===== src/rtl/rice_core_fetch_unit.sv =====
// Rice core fetch front end: aligned block fetch with credit-limited outstanding requests,
// a block FIFO and one-instruction-per-cycle issue. Optional fault tracking: RICE_CORE_FETCH_BUS_ERROR_EN.

module rice_core_fetch_unit_checker #(
    parameter int unsigned IW = 2
) (
    input logic          i_clk,
    input logic          i_rst_n,
    input logic          i_rsp_valid,
    input logic [IW-1:0] i_inflight
);
    // A response with nothing outstanding means the bus produced a beat nobody asked for
    rsp_without_request_a: assert property (@(posedge i_clk) disable iff (!i_rst_n)
        !(i_rsp_valid && (i_inflight == '0)));
endmodule

module rice_core_fetch_unit #(
    parameter int unsigned     XLEN            = 32,
    parameter int unsigned     FETCH_WIDTH     = 2,
    parameter int unsigned     FIFO_DEPTH      = 4,
    parameter int unsigned     MAX_OUTSTANDING = 2,
    parameter logic [XLEN-1:0] INITIAL_PC      = 32'h8000_0000
) (
    input  logic                     i_clk,
    input  logic                     i_rst_n,
    input  logic                     i_enable,
    input  logic                     i_flush,
    input  logic [XLEN-1:0]          i_flush_pc,
    output logic                     o_req_valid,
    input  logic                     i_req_ready,
    output logic [XLEN-1:0]          o_req_address,
    input  logic                     i_rsp_valid,
    input  logic [32*FETCH_WIDTH-1:0] i_rsp_data,
`ifdef RICE_CORE_FETCH_BUS_ERROR_EN
    input  logic                     i_rsp_error,
    output logic                     o_inst_fault,
`endif
    output logic                     o_inst_valid,
    input  logic                     i_inst_ready,
    output logic [XLEN-1:0]          o_inst_pc,
    output logic [31:0]              o_inst
);
    localparam int unsigned BB   = 4 * FETCH_WIDTH;
    localparam int unsigned OFFW = $clog2(BB);
    localparam int unsigned SW   = $clog2(FETCH_WIDTH);
    localparam int unsigned SLW  = (SW > 0) ? SW : 1;
    localparam int unsigned DW   = 32 * FETCH_WIDTH;
    localparam int unsigned PW   = (FIFO_DEPTH > 1) ? $clog2(FIFO_DEPTH) : 1;
    localparam int unsigned CW   = $clog2(FIFO_DEPTH + 1);
    localparam int unsigned IW   = $clog2(MAX_OUTSTANDING + 1);

    function automatic logic [XLEN-1:0] align_f(input logic [XLEN-1:0] a);
        align_f = {a[XLEN-1:OFFW], {OFFW{1'b0}}};
    endfunction

    function automatic logic [SLW-1:0] slot_of_f(input logic [XLEN-1:0] a);
        slot_of_f = SLW'((a >> 2) & XLEN'(FETCH_WIDTH - 1));
    endfunction

    function automatic logic [PW-1:0] next_ptr_f(input logic [PW-1:0] p);
        next_ptr_f = (p == PW'(FIFO_DEPTH - 1)) ? PW'(0) : p + PW'(1);
    endfunction

    logic [XLEN-1:0] fetch_pc_q, fetch_pc_d, pc_out_q, pc_out_d;
    logic [IW-1:0]   inflight_q, inflight_d, stale_q, stale_d;
    logic [CW-1:0]   count_q, count_d;
    logic [PW-1:0]   rd_ptr_q, rd_ptr_d, wr_ptr_q, wr_ptr_d;
    logic [SLW-1:0]  slot_q, slot_d, rslot_q, rslot_d;
    logic            first_q, first_d;
    logic [DW-1:0]   fifo_data_q  [FIFO_DEPTH];
    logic [SLW-1:0]  fifo_start_q [FIFO_DEPTH];

    logic            redirect_s, req_valid_s, req_ack_s, push_s, pop_s;
    logic            accept_s, inst_valid_s, last_slot_s, halt_block_s;
    logic [XLEN-1:0] redirect_pc_s, req_addr_s;
    logic [SLW-1:0]  slot_idx_s, push_start_s;
    logic [31:0]     credit_s;

`ifdef RICE_CORE_FETCH_BUS_ERROR_EN
    logic fifo_fault_q [FIFO_DEPTH];
    logic halt_q, halt_d;
    // A flush in the same cycle lifts the fault halt so the redirect request can go out
    assign halt_block_s = halt_q && !i_flush;
    assign o_inst_fault = inst_valid_s && fifo_fault_q[rd_ptr_q];
`else
    assign halt_block_s = 1'b0;
`endif

    // Request credits, FIFO handshakes and issue selection
    always_comb begin
        redirect_s    = i_flush || !i_enable;
        redirect_pc_s = i_enable ? i_flush_pc : INITIAL_PC;
        req_addr_s    = align_f(i_flush ? i_flush_pc : fetch_pc_q);
        // Stale beats never reach the FIFO, so only live requests consume buffer credit
        credit_s      = 32'(inflight_q) - 32'(stale_q) + 32'(count_q);
        req_valid_s   = i_enable && (inflight_q < IW'(MAX_OUTSTANDING))
                        && (credit_s < 32'(FIFO_DEPTH)) && !halt_block_s;
        req_ack_s     = req_valid_s && i_req_ready;
        push_s        = i_rsp_valid && (stale_q == '0) && !redirect_s;
        push_start_s  = first_q ? rslot_q : SLW'(0);
        slot_idx_s    = fifo_start_q[rd_ptr_q] + slot_q;
        last_slot_s   = (slot_idx_s == SLW'(FETCH_WIDTH - 1));
        inst_valid_s  = (count_q != '0) && !redirect_s;
        accept_s      = inst_valid_s && i_inst_ready;
        pop_s         = accept_s && last_slot_s;
    end

    assign o_req_valid   = req_valid_s;
    assign o_req_address = req_addr_s;
    assign o_inst_valid  = inst_valid_s;
    assign o_inst_pc     = pc_out_q;
    assign o_inst        = fifo_data_q[rd_ptr_q][slot_idx_s*32 +: 32];

    // Next-state for fetch PC, credit counters, FIFO pointers and issue cursor
    always_comb begin
        if (!i_enable) begin
            fetch_pc_d = INITIAL_PC;
        end else if (req_ack_s) begin
            fetch_pc_d = req_addr_s + XLEN'(BB);
        end else if (i_flush) begin
            fetch_pc_d = i_flush_pc;
        end else begin
            fetch_pc_d = fetch_pc_q;
        end

        inflight_d = inflight_q + IW'(req_ack_s) - IW'(i_rsp_valid);

        if (redirect_s) begin
            stale_d = inflight_q - IW'(i_rsp_valid);
        end else if (i_rsp_valid && (stale_q != '0)) begin
            stale_d = stale_q - IW'(1);
        end else begin
            stale_d = stale_q;
        end

        if (redirect_s) begin
            count_d  = '0;
            rd_ptr_d = '0;
            wr_ptr_d = '0;
            slot_d   = '0;
            pc_out_d = redirect_pc_s;
            first_d  = 1'b1;
            rslot_d  = slot_of_f(redirect_pc_s);
        end else begin
            count_d  = count_q + CW'(push_s) - CW'(pop_s);
            rd_ptr_d = pop_s ? next_ptr_f(rd_ptr_q) : rd_ptr_q;
            wr_ptr_d = push_s ? next_ptr_f(wr_ptr_q) : wr_ptr_q;
            if (accept_s) begin
                slot_d   = last_slot_s ? SLW'(0) : slot_q + SLW'(1);
                pc_out_d = pc_out_q + XLEN'(4);
            end else begin
                slot_d   = slot_q;
                pc_out_d = pc_out_q;
            end
            first_d  = push_s ? 1'b0 : first_q;
            rslot_d  = rslot_q;
        end
    end

`ifdef RICE_CORE_FETCH_BUS_ERROR_EN
    // Fault halt: raised by a live erroring beat, cleared by any redirect
    always_comb begin
        if (redirect_s) begin
            halt_d = 1'b0;
        end else if (push_s && i_rsp_error) begin
            halt_d = 1'b1;
        end else begin
            halt_d = halt_q;
        end
    end
`endif

    // Control state registers
    always_ff @(posedge i_clk or negedge i_rst_n) begin
        if (!i_rst_n) begin
            fetch_pc_q <= INITIAL_PC;
            pc_out_q   <= INITIAL_PC;
            inflight_q <= '0;
            stale_q    <= '0;
            count_q    <= '0;
            rd_ptr_q   <= '0;
            wr_ptr_q   <= '0;
            slot_q     <= '0;
            first_q    <= 1'b1;
            rslot_q    <= slot_of_f(INITIAL_PC);
`ifdef RICE_CORE_FETCH_BUS_ERROR_EN
            halt_q     <= 1'b0;
`endif
        end else begin
            fetch_pc_q <= fetch_pc_d;
            pc_out_q   <= pc_out_d;
            inflight_q <= inflight_d;
            stale_q    <= stale_d;
            count_q    <= count_d;
            rd_ptr_q   <= rd_ptr_d;
            wr_ptr_q   <= wr_ptr_d;
            slot_q     <= slot_d;
            first_q    <= first_d;
            rslot_q    <= rslot_d;
`ifdef RICE_CORE_FETCH_BUS_ERROR_EN
            halt_q     <= halt_d;
`endif
        end
    end

    // Block storage; contents are only observed while count_q marks them valid
    always_ff @(posedge i_clk) begin
        if (push_s) begin
            fifo_data_q[wr_ptr_q]  <= i_rsp_data;
            fifo_start_q[wr_ptr_q] <= push_start_s;
`ifdef RICE_CORE_FETCH_BUS_ERROR_EN
            fifo_fault_q[wr_ptr_q] <= i_rsp_error;
`endif
        end
    end

    rice_core_fetch_unit_checker #(.IW(IW)) u_checker (
        .i_clk       (i_clk),
        .i_rst_n     (i_rst_n),
        .i_rsp_valid (i_rsp_valid),
        .i_inflight  (inflight_q)
    );
endmodule


===== config.mk =====
export PLATFORM = sky130hd
export DESIGN_NAME = rice_core_fetch_unit
export DESIGN_NICKNAME = d
export VERILOG_FILES = /design/src/rtl/rice_core_fetch_unit.sv
export SDC_FILE = /design/constraint.sdc
export NUM_CORES = 1
export LEC_CHECK = 0
export ABC_AREA = 1
export ABC_CLOCK_PERIOD_IN_PS = 4890
export BUFFER_PORTS_ARGS = -buffer_cell sky130_fd_sc_hd__buf_2
export CORE_MARGIN = 3
export CORE_UTILIZATION = 50
export DETAILED_ROUTE_END_ITERATION = 12
export HOLD_SLACK_MARGIN = 0.06
export PLACE_DENSITY = 0.71
export SETUP_SLACK_MARGIN = 0.3
export SKIP_CTS_REPAIR_TIMING = 1
export SYNTH_ARGS = -nofsm -noshare
export SYNTH_HDL_FRONTEND = slang
export SYNTH_SLANG_ARGS = --single-unit

===== constraint.sdc =====
create_clock -name i_clk -period 4.89 [get_ports i_clk]
set_input_delay 0.2445 -clock i_clk [delete_from_list [all_inputs] [get_ports i_clk]]
set_output_delay 0.2445 -clock i_clk [all_outputs]
set_load 0.02 [all_outputs]

==> out/qor.txt, run 1 <==
Top delay family on crit path: buffers and inverters
Layout Nets: 1,891
Syn Std Cell Area: 0.0153 mm^2
Clock Latency Late Sink: 0.51 ns
Die Area: 0.0327 mm^2
CP Data Arrival Time: 3.57 ns
CP peak stage delay: 0.78 ns
Post-DP HPWL: 24,100 um
Share of the synthesized area in the top cell type: 51.1%
Total wire length: 38,600 um
Final ANT Viol Nets: 0
Vias/cell: 5.50
Crit-path slowest cell: dfrtp_4
WS Path Type: reg2out
DR iter-0 viols: 1,180
Slew Limit Fails: 0
Final hold viol count: 0
Seq/Total Area, Yosys: 63.4%
Syn. warnings: 0
DRC: 0
CTS sink count: 335
Area delta synth->final: 20.2%
Clock skew: 0.0134 ns
Outcome: completed
Fin crit share: 78.1%
Power Density: 357 mW/mm^2
Cell with the most instances after synthesis: nor2_1
Asr flop ratio synth: 22.4%
Number of synthesized flops with an enable pin: 260
Synth area leader: edfxtp_1
Drt first pass iters: 5
CTS Buf Count: 36
Height of the die: 181 um
I/O Buffers: 197
Worst-path cell chain: clkinv_2, nand2_1, a32o_1, ha_1, inv_2, buf_4, nor2_1, a31oi_1, buf_2
Worst Tran Pin Value: 1.15 ns
Most instantiated cells after synthesis: 312 x nor2_1, 260 x edfxtp_1, 260 x nand2_1, 170 x o21ai_0, 89 x inv_1
Setup-failing EPs final: 0
Vias in the first global route: 11,000
Reg clk slew, reported paths: 0.06 ns
Fillers: 2,430
Hold Path Class: in2reg
#FFs+latches synth: 335
IR drop worst, VDD: 0.325 mV
CP required: 4.65 ns
Hold Slack: 0.0593 ns
Chip width: 181 um
Slew headroom: 23.3%
Final setup TNS: 0 ns
Clock Tree Buf Depth: 3
Layout cells sized above 1: 17.6%
H-tree depth: 2
Largest net degree at the start of global routing: 119
Crit path max fanout: 55
Avg WL per Cell: 17.7 um
Synth Flop Type: edfxtp_1
Leakage: 7.40 nW
Crit start category: register
Yosys cell types: 42
Via count: 12,000
Gp weighted congestion: 0.907
Starting Density: 51.2%
Initial antenna violation count: 4
CORE AREA: 0.0299 mm^2
MaxCap Viol Count: 0
Avg Inst Size Synth: 10.0 um^2
Unrepaired setup endpoints after global routing: no
Global Route Usage Sum: 22.6%
Grt ovf: 0
Top cells by area, synth: edfxtp_1 51%, dfrtp_1 12%, nor2_1 7.7%
CTS tree: yes
Achievable frequency: 262 MHz
# rows: 63
Crit path time final: 3.82 ns
Worst Path Buf+Inv: 4
I/O pins: 201
Cells after Synth: 1,524
First-pass GRT wire length: 59,700 um
Crit. End Element: output pin
Clock root cell: clkbuf_16
## cells by family after synthesis
logic type                 count (synthesis)  share of synthesized area (%)
buffers and inverters                    170                           4.66
AOI/OAI and AO/OA                        297                           10.7
adders and majority gates                 20                           1.73
other                                      1                         0.0245
xor gates and xnor gates                  16                          0.917
DFF                                      335                           63.4
and+or+nand+nor                          685                           18.6
## metrics by stage
stage	area [um^2]	instances	util (%)	power, mW	setup slack (ns)
floorplan	15300	1526	-	3.74	0.569
finish	18400	2187	61.5	6.56	1.07
CTS	17700	2117	59.2	6.55	1.06
global route	18400	2187	61.5	6.83	0.846
detailed placement	16600	2053	55.6	4.00	1.49
global placement	16600	2053	55.6	3.97	1.54
## power breakdown
part	internal, mW	switching (mW)
logic	0.262	0.498
clock network	1.50	1.07
registers	3.17	0.0590
## final timing paths
kind | start | endpoint | slack (ns) | cells after the start
min reg2reg | first_q | first_q | 0.47 | 2
max reg2reg | rd_ptr_q[0] | count_q[2] | 1.47 | 13
max in group asynchronous | i_rst_n | rd_ptr_q[0] | 3.67 | 3
min in group asynchronous | i_rst_n | fetch_pc_q[7] | 0.27 | 2
min | i_inst_ready | slot_q | 0.06 | 3
max | rd_ptr_q[0] | o_inst[24] | 1.07 | 9
## cell usage in the layout (no fill, tap or decap), types with 4 or more instances in the layout
| master | netlist | layout |
|---|---|---|
| a21oi_1 | 32 | 32 |
| nor2_4 | 5 | 9 |
| nand3_1 | 49 | 49 |
| xnor2_1 | 4 | 4 |
| a31oi_1 | 41 | 41 |
| nor2_1 | 312 | 308 |
| inv_2 | 6 | 8 |
| clkinv_2 | 0 | 8 |
| edfxtp_1 | 260 | 260 |
| dlygate4sd3_1 | 0 | 67 |
| a21boi_0 | 4 | 4 |
| nor2_2 | 7 | 7 |
| xor2_1 | 12 | 12 |
| o22ai_1 | 38 | 38 |
| nand2_2 | 19 | 19 |
| ha_1 | 18 | 18 |
| clkinv_1 | 2 | 7 |
| clkbuf_1 | 53 | 11 |
| buf_2 | 6 | 196 |
| buf_4 | 4 | 11 |
| nand2_1 | 260 | 260 |
| clkbuf_16 | 0 | 37 |
| nor3_1 | 14 | 14 |
| nand4_1 | 8 | 8 |
| inv_1 | 89 | 86 |
| dfrtp_1 | 72 | 70 |
| o21ai_0 | 170 | 170 |
## layout make-up
class	instances	area (um^2)	share of cell area (%)
Clock inverter	16	131	0.715
Sequential cell	335	9690	52.8
Antenna cell	3	7.51	0.0409
Tap cell	390	488	2.66
Clock buffer	48	967	5.26
Multi-Input combinational cell	1021	4930	26.8
Inverter	97	365	1.99
Timing Repair Buffer	277	1790	9.77
## flip-flops by register name (all words and copies together) (netlist names)
| name | count |
|---|---|
| count_q | 3 |
| fetch_pc_q | 29 |
| fifo_data_q | 256 |
| fifo_start_q | 4 |
| first_q | 1 |
| inflight_q | 2 |
| o_inst_pc | 32 |
| rd_ptr_q | 2 |
| rslot_q | 1 |
| slot_q | 1 |
| stale_q | 2 |
| wr_ptr_q | 2 |
## layer usage
layer	wire, um	vias to the layer above	GRT usage, %
li1	-	5721	-
met1	16100	5739	31.0
met2	18500	478	35.8
met3	2720	90	4.61
met4	1320	2	8.26
met5	13	-	0
## tightest hold or removal path, cell delays in order
cell and delay, ns:
buf_2 0.11, nand3_1 0.08, o21ai_0 0.09
No activity file was read; power rests on OpenSTA's default activity.
==> run 2, diff against run 1 <==
--- a/config.mk
+++ b/config.mk
@@ -6,7 +6,7 @@
 export NUM_CORES = 1
 export LEC_CHECK = 0
 export ABC_AREA = 1
-export ABC_CLOCK_PERIOD_IN_PS = 4890
+export ABC_CLOCK_PERIOD_IN_PS = 3780
 export BUFFER_PORTS_ARGS = -buffer_cell sky130_fd_sc_hd__buf_2
 export CORE_MARGIN = 3
 export CORE_UTILIZATION = 50
==> constraint.sdc (replaced) <==
create_clock -name i_clk -period 3.78 [get_ports i_clk]
set_input_delay 0.189 -clock i_clk [delete_from_list [all_inputs] [get_ports i_clk]]
set_output_delay 0.189 -clock i_clk [all_outputs]
set_load 0.02 [all_outputs]
==> out/qor.txt, run 2 (synthesis gave the netlist of run 1 again) <==
First-pass GRT wire length: 58,100 um (was 59,700 um)
Slew Limit Fails: 0 (unchanged)
Clock Tree Buf Depth: 3 (unchanged)
Worst Tran Pin Value: 1.01 ns (was 1.15 ns)
CTS tree: yes (unchanged)
I/O pins: 201 (unchanged)
Fin crit share: 87.4%
Crit. End Element: output pin (unchanged)
Initial antenna violation count: 2 (was 4)
CORE AREA: 0.0299 mm^2 (unchanged)
Hold Path Class: in2reg (unchanged)
Via count: 11,900 (was 12,000)
Crit path time final: 3.30 ns
Area delta synth->final: 22.2% (was 20.2%)
Clock Latency Late Sink: 0.53 ns (was 0.51 ns)
Grt ovf: 0 (unchanged)
Final setup TNS: 0 ns (unchanged)
Achievable frequency: 303 MHz
Largest net degree at the start of global routing: 96 (was 119)
CP required: 3.59 ns (was 4.65 ns)
Setup-failing EPs final: 0 (unchanged)
Max reg flops: 256 (unchanged)
Met2 GRT Util: 35.9% (was 35.8%)
Final cell area excluding filler cells: 0.0187 mm^2 (was 0.0184 mm^2)
Vias in the first global route: 11,000 (about the same)
Met1 usage: 29.7% (was 31.0%)
Hold Slack: 0.0291 ns (was 0.0593 ns)
I/O Buffers: 197 (unchanged)
CTS sink count: 335 (unchanged)
Clock skew: 0.0195 ns (was 0.0134 ns)
Global Route Usage Sum: 22.2% (was 22.6%)
Unrepaired setup endpoints after global routing: no (unchanged)
Final hold viol count: 0 (unchanged)
Slew headroom: 32.5% (was 23.3%)
Layout cells sized above 1: 17.9% (was 17.6%)
Die Area: 0.0327 mm^2 (unchanged)
MaxCap Viol Count: 0 (unchanged)
Outcome: completed (unchanged)
Biggest register: fifo_data_q (unchanged)
Height of the die: 181 um (unchanged)
Reg clk slew, reported paths: 0.06 ns (about the same)
Commonest non-fill, non-tap cell in the layout: nor2_1 (unchanged)
DR iter-0 viols: 952 (was 1,180)
Power Density: 470 mW/mm^2 (was 357 mW/mm^2)
Post-DP HPWL: 23,400 um (was 24,100 um)
Clock root cell: clkbuf_16 (unchanged)
Core Util, Final: 62.5% (was 61.5%)
Final ANT Viol Nets: 0 (unchanged)
CTS Buf Count: 36 (unchanged)
Vias/cell: 5.41 (was 5.50)
Fillers: 2,366 (was 2,430)
Drt first pass iters: 5 (unchanged)
Leakage: 7.54 nW (was 7.40 nW)
Area post-placement: 0.0166 mm^2 (about the same)
DRC: 0 (unchanged)
Avg WL per Cell: 17.3 um (was 17.7 um)
Grt met3 use: 4.21% (was 4.61%)
Layout Nets: 1,910 (was 1,891)
Crit path max fanout: 48 (was 55)
Starting Density: 51.2% (unchanged)
IR drop worst, VDD: 0.737 mV (was 0.325 mV)
H-tree depth: 2 (unchanged)
Chip width: 181 um (unchanged)
CP Data Arrival Time: 3.11 ns (was 3.57 ns)
WS Path Type: reg2out (unchanged)
Most used routing layer in global routing: met2 (unchanged)
Total wire length: 38,200 um (was 38,600 um)
Crit start category: register (unchanged)
# rows: 63 (unchanged)
Gp weighted congestion: 0.948 (was 0.907)
Commonest non-fill, non-tap cells in the layout: 308 x nor2_1, 260 x nand2_1, 260 x edfxtp_1 (unchanged)
-- run 2: changes by cell type in the layout (fill, tap and decap cells not counted), sizes merged --
cell,previous run,this run
inv,96,94
clkinv,15,16
bufinv,2,5
buf,210,216
diode,3,4
dlygate4sd3,67,80
-- run 2: path summary, 6_finish.rpt --
kind / startpoint / end / slack (ns) / cells past startpoint
setup / recovery: rd_ptr_q[1] / o_inst[8] / 0.48 / 9
hold / removal: i_flush_pc[19] / o_inst_pc[19] / 0.03 / 5
setup reg to reg: inflight_q[0] / inflight_q[1] / 0.65 / 14
hold reg to reg: first_q / first_q / 0.48 / 2
max in group asynchronous: i_rst_n / rd_ptr_q[0] / 2.62 / 2
min in group asynchronous: i_rst_n / fetch_pc_q[7] / 0.35 / 2
-- run 2: metrics by stage --
step	total power [mW]	setup WS (ns)	instances
after floorplan	4.83	-0.485	1526
after global placement	5.14	0.746	2059
after CTS	8.74	0.348	2125
after global routing	9.10	0.345	2207
after detailed placement	5.17	0.639	2059
final	8.78	0.477	2209
-- run 2: critical path, cell delays in order (launching register included) --
cell and delay, ns:
dfrtp_2 0.40, inv_2 0.23, a21oi_1 0.08, a32o_1 0.22
ha_1 0.29, inv_2 0.29, buf_6 0.43, nor2_1 0.10
a31oi_1 0.30, buf_2 0.23
-- run 2: cell type report --
type                            count  area, um^2  share of cell area (%)
Clock inverter                     18         245                    1.31
Timing Repair Buffer              296        1980                    10.6
Inverter                           97         365                    1.96
Clock buffer                       48         976                    5.22
Multi-Input combinational cell   1021        4930                    26.4
Antenna cell                        4        10.0                  0.0536
Sequential cell                   335        9690                    51.9
Tap cell                          390         488                    2.61
-- run 2: per-layer routing --
| layer | wire length (um) | vias up | part of all wire, % |
|---|---|---|---|
| li1 | - | 5748 | - |
| met1 | 16100 | 5672 | 42 |
| met2 | 18200 | 429 | 48 |
| met3 | 2590 | 92 | 6.8 |
| met4 | 1340 | 0 | 3.5 |
| met5 | 0 | - | 0 |
-- run 2: power by group --
group / internal (mW) / switching [mW] / total [mW]
sequential: 4.10 / 0.0756 / 4.17
combinational: 0.355 / 0.650 / 1.00
clock: 2.17 / 1.43 / 3.60
total: 6.63 / 2.15 / 8.78
